===== config.mk =====
export PLATFORM = sky130hd
export DESIGN_NAME = port_ctrl
export DESIGN_NICKNAME = d
export VERILOG_FILES = /design/src/rtl/port_ctrl_pkg.sv /design/src/rtl/port_ctrl_rr_arbiter2.sv /design/src/rtl/port_ctrl.sv
export SDC_FILE = /design/constraint.sdc
export NUM_CORES = 1
export LEC_CHECK = 0
export BUFFER_PORTS_ARGS = -buffer_cell sky130_fd_sc_hd__buf_2
export CAP_MARGIN = 0
export CORE_MARGIN = 5
export CORE_UTILIZATION = 51
export DETAILED_ROUTE_END_ITERATION = 16
export GPL_TIMING_DRIVEN = 1
export PLACE_DENSITY_LB_ADDON = 0.15
export SYNTH_ARGS = -nofsm -noshare
export SYNTH_HDL_FRONTEND = slang
export SYNTH_SLANG_ARGS = --single-unit

===== constraint.sdc =====
create_clock -name clk -period 2.6 [get_ports clk]
set_input_delay 0.52 -clock clk [delete_from_list [all_inputs] [get_ports clk]]
set_output_delay 0.52 -clock clk [all_outputs]
set_load 0.05 [all_outputs]

===== src/rtl/port_ctrl_pkg.sv =====
`default_nettype none
// ============================================================================
// Module      : port_ctrl_pkg
// Description : Shared types and constants for the GPIO port access
//               controller: command opcodes, FSM states, register-file
//               reset values and the latched command record.
// Revision    : 1.0 - initial release
// ============================================================================
package port_ctrl_pkg;

  localparam int DATA_W   = 8;
  localparam int PORT_NUM = 3;
  localparam int PIDX_W   = $clog2(PORT_NUM);

  typedef enum logic [2:0] {
    WR_BYTE = 3'd0,
    SET_BIT = 3'd1,
    CLR_BIT = 3'd2,
    TGL_BIT = 3'd3,
    RD_PIN  = 3'd4
  } op_e;

  typedef enum logic [1:0] {
    IDLE = 2'd0,
    EXEC = 2'd1,
    DONE = 2'd2
  } state_e;

  // Port C powers up as output (DDR=FF); A and B as inputs.
  localparam logic [PORT_NUM-1:0][DATA_W-1:0] DDR_RST  = {8'hFF, 8'h00, 8'h00};
  localparam logic [DATA_W-1:0]               PORT_RST = 8'h00;

  // One requester's command as seen by the arbiter mux.
  typedef struct packed {
    logic [2:0]        op;
    logic              sel_port;   // 0 = DDR, 1 = PORT
    logic [PIDX_W-1:0] port;
    logic [2:0]        bit_idx;
    logic [DATA_W-1:0] wdata;
  } cmd_t;

  // Single-bit mask for the bit-manipulation ops.
  function automatic logic [DATA_W-1:0] bit_mask(input logic [2:0] b);
    return DATA_W'(1) << b;
  endfunction

endpackage
`default_nettype wire


===== src/rtl/port_ctrl_rr_arbiter2.sv =====
`default_nettype none
// ============================================================================
// Module      : rr_arbiter2
// Description : Two-way round-robin arbiter. On a tie the requester that is
//               not the pointer wins; the pointer then follows the grant, so
//               after an advance it names the requester currently served.
// Revision    : 1.0 - initial release
// ============================================================================
module rr_arbiter2 (
  input  logic       clk,
  input  logic       rst,
  input  logic [1:0] req_i,
  input  logic       advance_i,
  output logic [1:0] gnt_o,
  output logic       ptr_o
);

  logic ptr_q;

  // One-hot grant; a tie goes to the requester other than the pointer.
  always_comb begin
    gnt_o = req_i;
    if (req_i == 2'b11) begin
      gnt_o = ptr_q ? 2'b01 : 2'b10;
    end
  end

  // Pointer tracks the most recent grant; reset to 1 so req0 wins first tie.
  always_ff @(posedge clk) begin
    if (rst) begin
      ptr_q <= 1'b1;
    end else if (advance_i && (req_i != 2'b00)) begin
      ptr_q <= gnt_o[1];
    end
  end

  assign ptr_o = ptr_q;

endmodule
`default_nettype wire


===== src/rtl/port_ctrl.sv =====
`default_nettype none
// ============================================================================
// Module      : port_ctrl
// Description : Access controller for the GPIO DDR/PORT/PIN register file.
//               Arbitrates CPU (req0) and debug/loader (req1) round-robin,
//               keeps DDR/PORT shadows and performs byte writes, bit
//               set/clear/toggle (read-modify-write on the shadows, never on
//               PIN) and PIN reads. Each command takes IDLE->EXEC->DONE.
// Revision    : 1.0 - initial release
// ============================================================================
module port_ctrl
  import port_ctrl_pkg::*;
(
  input  logic              clk,
  input  logic              rst,
  input  logic              req0_valid_i,
  input  logic [2:0]        req0_op_i,
  input  logic              req0_reg_i,
  input  logic [PIDX_W-1:0] req0_port_i,
  input  logic [2:0]        req0_bit_i,
  input  logic [DATA_W-1:0] req0_wdata_i,
  output logic              req0_ack_o,
  output logic              req0_err_o,
  output logic [DATA_W-1:0] req0_rdata_o,
  input  logic              req1_valid_i,
  input  logic [2:0]        req1_op_i,
  input  logic              req1_reg_i,
  input  logic [PIDX_W-1:0] req1_port_i,
  input  logic [2:0]        req1_bit_i,
  input  logic [DATA_W-1:0] req1_wdata_i,
  output logic              req1_ack_o,
  output logic              req1_err_o,
  output logic [DATA_W-1:0] req1_rdata_o,
  output logic [DATA_W-1:0] p_dane_o,
  output logic [PIDX_W-1:0] p_nr_ddr_o,
  output logic [PIDX_W-1:0] p_nr_port_o,
  output logic [PIDX_W-1:0] p_nr_pin_o,
  output logic              p_wr_ddr_o,
  output logic              p_wr_port_o,
  input  logic [DATA_W-1:0] p_pin_in_i,
  output logic              busy_o
);

  state_e                            state_q;
  logic [PORT_NUM-1:0][DATA_W-1:0]   ddr_q;
  logic [PORT_NUM-1:0][DATA_W-1:0]   prt_q;

  // Latched command (only what EXEC still needs)
  logic                              rd_q;
  logic                              sel_q;
  logic [PIDX_W-1:0]                 port_q;
  logic                              cerr_q;
  logic [DATA_W-1:0]                 new_q;

  // Registered outputs
  logic [DATA_W-1:0]                 dane_q;
  logic [PIDX_W-1:0]                 nr_ddr_q;
  logic [PIDX_W-1:0]                 nr_port_q;
  logic [PIDX_W-1:0]                 nr_pin_q;
  logic                              wr_ddr_q;
  logic                              wr_port_q;
  logic [1:0]                        ack_q;
  logic                              rerr_q;
  logic [DATA_W-1:0]                 rdata_q;

  logic [1:0]                        req;
  logic [1:0]                        gnt;
  logic                              owner;
  cmd_t                              cmd0;
  cmd_t                              cmd1;
  cmd_t                              cmd_sel;
  logic                              port_ok;
  logic                              op_ok;
  logic [DATA_W-1:0]                 cur;
  logic [DATA_W-1:0]                 new_d;

  assign req  = {req1_valid_i, req0_valid_i};
  assign cmd0 = '{op: req0_op_i, sel_port: req0_reg_i, port: req0_port_i,
                  bit_idx: req0_bit_i, wdata: req0_wdata_i};
  assign cmd1 = '{op: req1_op_i, sel_port: req1_reg_i, port: req1_port_i,
                  bit_idx: req1_bit_i, wdata: req1_wdata_i};

  // The arbiter only advances in IDLE, so from EXEC onward its pointer
  // names the requester being served and routes the ack.
  rr_arbiter2 u_arb (
    .clk       (clk),
    .rst       (rst),
    .req_i     (req),
    .advance_i (state_q == IDLE),
    .gnt_o     (gnt),
    .ptr_o     (owner)
  );

  // Granted command mux and the resulting new shadow byte.
  always_comb begin
    cmd_sel = cmd_t'(({$bits(cmd_t){gnt[0]}} & cmd0) | ({$bits(cmd_t){gnt[1]}} & cmd1));
    port_ok = (cmd_sel.port < PIDX_W'(PORT_NUM));
    op_ok   = (cmd_sel.op <= RD_PIN);
    cur     = '0;
    if (port_ok) begin
      cur = cmd_sel.sel_port ? prt_q[cmd_sel.port] : ddr_q[cmd_sel.port];
    end
    case (cmd_sel.op)
      SET_BIT: new_d = cur |  bit_mask(cmd_sel.bit_idx);
      CLR_BIT: new_d = cur & ~bit_mask(cmd_sel.bit_idx);
      TGL_BIT: new_d = cur ^  bit_mask(cmd_sel.bit_idx);
      default: new_d = cmd_sel.wdata;
    endcase
  end

  // Command FSM, shadows and registered port/requester outputs.
  always_ff @(posedge clk) begin
    if (rst) begin
      state_q   <= IDLE;
      rd_q      <= 1'b0;
      sel_q     <= 1'b0;
      port_q    <= '0;
      cerr_q    <= 1'b0;
      new_q     <= '0;
      dane_q    <= '0;
      nr_ddr_q  <= '0;
      nr_port_q <= '0;
      nr_pin_q  <= '0;
      wr_ddr_q  <= 1'b0;
      wr_port_q <= 1'b0;
      ack_q     <= 2'b00;
      rerr_q    <= 1'b0;
      rdata_q   <= '0;
      for (int p = 0; p < PORT_NUM; p++) begin
        ddr_q[p] <= DDR_RST[p];
        prt_q[p] <= PORT_RST;
      end
    end else begin
      case (state_q)
        IDLE: begin
          if (req != 2'b00) begin
            rd_q   <= (cmd_sel.op == RD_PIN);
            sel_q  <= cmd_sel.sel_port;
            port_q <= cmd_sel.port;
            cerr_q <= !(port_ok && op_ok);
            new_q  <= new_d;
            // Port-side outputs are set up here so they are valid for
            // exactly the EXEC cycle.
            if (port_ok && op_ok) begin
              if (cmd_sel.op == RD_PIN) begin
                nr_pin_q <= cmd_sel.port;
              end else begin
                dane_q    <= new_d;
                nr_ddr_q  <= cmd_sel.port;
                nr_port_q <= cmd_sel.port;
                wr_ddr_q  <= !cmd_sel.sel_port;
                wr_port_q <= cmd_sel.sel_port;
              end
            end
            state_q <= EXEC;
          end
        end
        EXEC: begin
          wr_ddr_q  <= 1'b0;
          wr_port_q <= 1'b0;
          rerr_q    <= cerr_q;
          rdata_q   <= '0;
          if (!cerr_q) begin
            if (rd_q) begin
              rdata_q <= p_pin_in_i;
            end else begin
              rdata_q <= new_q;
              if (sel_q) begin
                prt_q[port_q] <= new_q;
              end else begin
                ddr_q[port_q] <= new_q;
              end
            end
          end
          ack_q   <= owner ? 2'b10 : 2'b01;
          state_q <= DONE;
        end
        DONE: begin
          ack_q   <= 2'b00;
          rerr_q  <= 1'b0;
          rdata_q <= '0;
          state_q <= IDLE;
        end
        default: state_q <= IDLE;
      endcase
    end
  end

  assign req0_ack_o   = ack_q[0];
  assign req1_ack_o   = ack_q[1];
  assign req0_err_o   = ack_q[0] & rerr_q;
  assign req1_err_o   = ack_q[1] & rerr_q;
  assign req0_rdata_o = rdata_q;
  assign req1_rdata_o = rdata_q;
  assign p_dane_o     = dane_q;
  assign p_nr_ddr_o   = nr_ddr_q;
  assign p_nr_port_o  = nr_port_q;
  assign p_nr_pin_o   = nr_pin_q;
  assign p_wr_ddr_o   = wr_ddr_q;
  assign p_wr_port_o  = wr_port_q;
  assign busy_o       = (state_q != IDLE);

endmodule
`default_nettype wire


# After elaboration in Yosys (flattened, before gate mapping)
# Index checks and enable logic that the tools add are counted.
[classes]
n_lt_le_gt_ge = 5
eq_ne = 10
shifts = 1
n_mux = 29
bitwise = 13
reduce_logical = 16
[op_table]
columns = ["operator", "n"]
rows = [
  ["two-way mux 8 bit", 7],
  ["bitwise mux 24 bit", 2],
  ["bitwise AND 17 bit", 2],
  ["binary-select mux 8 bit (select 2 bit)", 2],
  ["one-hot mux 8 bit (3 select lines)", 1],
  ["AND reduction 4 bit", 5],
  ["bitwise OR 17 bit", 1],
  ["demux 8 bit (select 2 bit)", 1],
  ["one-hot mux 8 bit (2 select lines)", 1],
  ["bitwise AND 8 bit", 1],
  ["two-way mux 2 bit", 4],
  ["NOT 8 bit", 1],
  ["bitwise OR 8 bit", 1],
  ["one-hot mux 2 bit (2 select lines)", 2],
  ["nonzero test 2 bit", 4],
  ["<< shifter 1 x 3 -> 8 bit (first input constant)", 1],
  ["XOR 8 bit", 1],
  ["equality test 3 x 2 -> 1 bit (second input constant)", 2],
  ["less-than comparator 2 x 3 -> 1 bit (second input constant)", 2],
  ["two-way mux 1 bit", 6],
  ["inequality test 2 bit (second input constant)", 3],
  ["one-hot mux 1 bit (2 select lines)", 3],
  ["equality test 2 bit (second input constant)", 2],
  ["NOT 1 bit", 4],
  ["other kinds (11)", 15],
]
[totals]
register_bits = 89
inputBits = 46
out_inout_bits = 37
word_cells = 95

# Longest topological paths before layout
[depth]
ltp_word = 10
mapped_depth = 13
depth_no_buf = 10

# Cells and area by module
# A second synthesis with hierarchy kept.
[unflattened]
cells_unflattened = 541
hier_area_um2 = 4745.8
[modules_own_cells]
columns = ["module", "instances", "cells_each", "area_per_inst_um2", "seq_area_each_um2"]
rows = [
  ["port_ctrl", 1, 534, 4684.5, 1761.7],
  ["rr_arbiter2", 1, 7, 61.3, 20.0],
]

# Worst setup path after synthesis
# No wires, ideal clock.
[synth_path]
path_type = "input port to flip-flop"
start = "in req0_valid_i"
end = "reg new_q[6]"
setup_ns = 0.096
arrival_time_ns = 2.637
required_time_ns = 2.504
slack_ns = -0.133
path_stages = 11
n_path_buf = 2
cell_sequence = "buf_2 > a21boi_4 > a32oi_2 > nand2b_1 > buf_2 > a21oi_1 > or3_1 > ha_1 > mux2i_1 > o22ai_1 > o41ai_2"
[synth_via]
elab_chain_len = 10
word_cells_on_any_way = 23
classes_between = "order compare (1); eq/ne (4); shift (1); mux (8); bitwise (7); reduce/logical (2)"
[synth_rtl]
columns = ["item", "line", "source"]
rows = [
  ["from (decl)", "port_ctrl.sv:16", "input logic req0_valid_i,"],
  ["equality test 2 bit", "port_ctrl_rr_arbiter2.sv:23", "if (req_i == 2'b11) begin"],
  ["two-way mux 2 bit", "port_ctrl_rr_arbiter2.sv:23", ""],
  ["bitwise AND 17 bit", "port_ctrl.sv:96", "cmd_sel = cmd_t'(({$bits(cmd_t){gnt[0]}} & cmd0) | ({$bits(cmd_t){gnt[1]}} & cmd1));"],
  ["bitwise OR 17 bit", "port_ctrl.sv:96", ""],
  ["binary-select mux 8 bit (select 2 bit)", "port_ctrl.sv:101", "cur = cmd_sel.sel_port ? prt_q[cmd_sel.port] : ddr_q[cmd_sel.port];"],
  ["two-way mux 8 bit (not written as such)", "port_ctrl.sv:101", ""],
  ["two-way mux 8 bit", "port_ctrl.sv:101", ""],
  ["two-way mux 8 bit", "port_ctrl.sv:100", "if (port_ok) begin"],
  ["XOR 8 bit, or another cell as far along", "port_ctrl.sv:106", "TGL_BIT: new_d = cur ^ bit_mask(cmd_sel.bit_idx);"],
  ["one-hot mux 8 bit (3 select lines)", "port_ctrl.sv:103", "case (cmd_sel.op)"],
  ["to (signal assigned)", "port_ctrl.sv:141", "new_q <= new_d;"],
  ["to (decl)", "port_ctrl.sv:53", "logic [DATA_W-1:0] new_q;"],
]
# Parallel ways exist; a longest one is shown, timed or not. The select of a mux whose other input is x is not followed.
# A chain may end at the register's enable or synchronous reset.

# Final worst setup path
[layout_path]
start = "reg u_arb.ptr_q, in the netlist u_arb.ptr_o"
end = "reg new_q[2]"
[layout_via]
elab_chain_len = 10
word_cells_on_any_way = 21
classes_between = "order compare (1); eq/ne (3); shift (1); mux (9); bitwise (7)"
[layout_rtl]
columns = ["item", "line", "source"]
rows = [
  ["from (decl)", "port_ctrl_rr_arbiter2.sv:18", "logic ptr_q;"],
  ["from (signal assigned)", "port_ctrl_rr_arbiter2.sv:33", "ptr_q <= gnt_o[1];"],
  ["two-way mux 2 bit (*)", "port_ctrl_rr_arbiter2.sv:24", "gnt_o = ptr_q ? 2'b01 : 2'b10;"],
  ["two-way mux 2 bit (*)", "port_ctrl_rr_arbiter2.sv:23", ""],
  ["bitwise AND 17 bit", "port_ctrl.sv:96", ""],
  ["bitwise OR 17 bit (*)", "port_ctrl.sv:96", ""],
  ["binary-select mux 8 bit (select 2 bit)", "port_ctrl.sv:101", ""],
  ["two-way mux 8 bit (not written as such)", "port_ctrl.sv:101", ""],
  ["two-way mux 8 bit", "port_ctrl.sv:101", ""],
  ["two-way mux 8 bit", "port_ctrl.sv:100", ""],
  ["XOR 8 bit, or another cell as far along", "port_ctrl.sv:106", ""],
  ["one-hot mux 8 bit (3 select lines) (*)", "port_ctrl.sv:103", ""],
]
# Every way passes the cells marked *; elsewhere a longest branch is shown, timed or not. The select of a mux whose other input is x is not followed.

==> results.md <==
- Cell Pwr Density: 592.7 mW/mm2
- Element type at the critical path start: flip-flop
- Fmax: 0.3632 GHz
- Hold path cells: 2
- Outcome: finished with violations
- Avg Synthesized Cell Area: 8.471 um2
- GRT busiest layer: met2
- Tcrit/Tclk final: 105.9%
- Standard-cell rows: 35
- Placement Setup Slack: -353.2 ps
- Critical Path AT: 3020 ps
- Syn Inst Count: 571
- Max H-tree Level: 3
- Number of remaining DRC errors: 0
- Yosys reg bits: 89
- Global-route wire length before repair: 23210 um
- Die height: 107.4 um
- Final setup violating endpoints: 14
- Mapped Area: 0.004837 mm2
- Levels on crit path: 11
- Max-Cap Viols: 0
- Layout cell share with drive strength beyond 1: 32.44%
- Root buf cell: clkbuf_8
- DRT Pass-1 Iters: 5
- Family with the most delay on the worst path: compound AO/OA/AOI/OAI gates
- Core ar.: 0.009240 mm2
- Worst-Margin Slew: 895.4 ps
- CP Cell Sequence: nand2b_4 > buf_6 > a32o_4 > buf_4 > nand2_4 > a21oi_4 > or3_1 > ha_1 > mux2i_2 > o22ai_2 > o41ai_2
- Top area cells in the synthesized netlist: dfxtp_1, nand2_1, mux2i_1, a21oi_1, ha_1
- GRT overflow: 0
- Hold crit path type: reg2reg
- Sequential share of the synthesized area: 36.83%
- Clk pin slew, worst setup/hold paths: 90 ps
- Hold_sp: ddr_q[0]$_SDFFE_PP0P_
- DRT antenna net count: 0
- RSZ-0062 raised after global routing: true
- Met3 GRT Util: 5.099%
- Number of global-route vias before repair: 4515
- Die area: 0.01153 mm2
- Num CTS Buffers: 9
- Chip width: 107.4 um
- P_leak: 2.630 nW
- Top-area cell type share of the netlist area: 36.83%
- Most frequent cells in the layout: dfxtp_1, nand2_1, buf_2
- Crit path capture type: flip-flop
- GR Util met2: 41.73%
- Layout fillers: 806
- DR vias: 4654
- M1 GR Usage: 33.02%
- Deepest clock path buffer count: 2
- Setup crit start: u_arb.ptr_o$_SDFFE_PP1P_
- Final Hold Viols: 0
- Critical path's slowest cell: a32o_4
- Setup slack, reg-to-reg: -150 ps
- Syn nets: 636
- Netlist cell types: 46
- DP Wirelength: 10120 um
- Routed WL: 14770 um
- Non-filler instance count after layout: 804
- Initial antenna violation count: 0
- CP max FO: 8
- Initial DRC count: 295
- Slew Viols, Final: 0
- Most common cell after layout, fill and taps aside: dfxtp_1
- Num Clock Sinks: 89
- Hold Slack: 461.2 ps
- Clock insertion delay at the later pin of the skew report: 360 ps
- CTS tree: built
- Worst Path Buf+Inv: 2
- GPL Wtd Cong: 0.9366
- Rel. slew slack: 40.09%
- Setup TNS: -1108 ps
- Worst r2r src: u_arb.ptr_o$_SDFFE_PP1P_
- IO Port Bufs: 82
- Worst Reg-to-Reg Cells: 11
- WL per Instance: 18.37 um
- CP required: 2870 ps
- Maximum number of pins on one net before global-route repair: 46
- Nets: 735
- Slowest stage delay, CP: 380 ps
- Yosys warns: 0
- Post-layout worst setup margin: -153.4 ps
- Overall Power: 3.551 mW
- Initial Util: 52.35%
- Antenna Cells: 0
- Clk_skew: 10.12 ps
- Min Tclk post-route: 2753 ps
- Max VDD drop: 0.3968 mV
- Vias/cell: 5.789
- Synth area leader: dfxtp_1
- Failing checks: setup timing
- CP Class: reg2reg
- Dpl cells: 780
- # IOs: 83
- Gr usage total: 25.55%
- Area growth syn-to-layout: 23.85%
- # hold bufs at CTS: 0
-- state kept, by name, summed over array words and instances, names as in the netlist, 8 cells and up --
signal / count
ddr_q: 24
prt_q: 24
new_q: 8
p_dane_o: 8
req0_rdata_o: 8
-- tightest hold or removal path, cell delays in order (launching register included) --
cell and delay [ps]:
dfxtp_1 320, nand2_1 50, a21oi_1 50
-- through the flow --
step	util, %	instance area (um2)
after CTS	62.67	5791
after global placement	59.73	5519
after global routing	64.83	5991
final	64.83	5991
after detailed placement	59.73	5519
after floorplan	-	4896
-- Yosys cell counts (all sizes together) --
master,instances
dfxtp,89
nand2,89
a21oi,59
nor2,54
mux2i,32
buf,26
nand3,22
ha,19
clkbuf,18
and2,13
inv,12
nand2b,12
nor2b,12
or3,11
a22o,9
and3,9
nor3,9
o32ai,9
a211o,8
a211oi,8
mux2,8
o41ai,8
o22ai,7
a32oi,6
a32o,5
a22oi,3
nand3b,3
nor4,2
or2,2
a21boi,1
a31oi,1
nor3b,1
nor4b,1
nor4bb,1
o211ai,1
o21ai,1
-- final timing paths --
check,end
max reg2reg,new_q[2]$_SDFFE_PP0P_
min reg2reg,ddr_q[0]$_SDFFE_PP0P_
max,new_q[2]$_SDFFE_PP0P_
min,ddr_q[0]$_SDFFE_PP0P_
-- area by class of cell --
cell class                      instances  area, um2  share of cell area (%)
Multi-Input combinational cell        427       3007                   50.19
Sequential cell                        89       1785                   29.80
Timing Repair Buffer                  131      789.5                   13.18
Tap cell                              129      161.4                   2.694
Clock buffer                           11      141.4                   2.360
Clock inverter                          5      61.31                   1.023
Inverter                               12      45.04                  0.7519
-- what timing repair did --
action                                  CTS  global route
setup buffers                             2             5
pin swaps                                 7            25
endpoints found under the setup margin   15            16
cloned                                    1             0
hold endpoints to repair                  0             0
resized for setup                        11            31
-- kinds of logic after synthesis --
group           Yosys count  synth area share [%]
buf+inv                  56                 6.001
simple gates            241                 24.19
compound gates          126                 19.58
flops                    89                 36.83
mux                      40                 8.484
fa+ha+maj                19                 4.915
-- routing by layer --
layer / up-vias / share of wire (%)
met1: 2192 / 43
met4: 0 / 3.4
met5: - / 0
met2: 216 / 46
met3: 37 / 7.5
li1: 2209 / -
-- power breakdown --
group | leakage, nW | switching (mW) | internal, mW | total (mW)
clock | 0.104 | 0.532 | 0.479 | 1.01
combinational | 1.80 | 0.617 | 0.379 | 0.997
sequential | 0.723 | 0.108 | 1.44 | 1.54
total | 2.63 | 1.26 | 2.29 | 3.55
No activity file was read; power rests on OpenSTA's default activity.
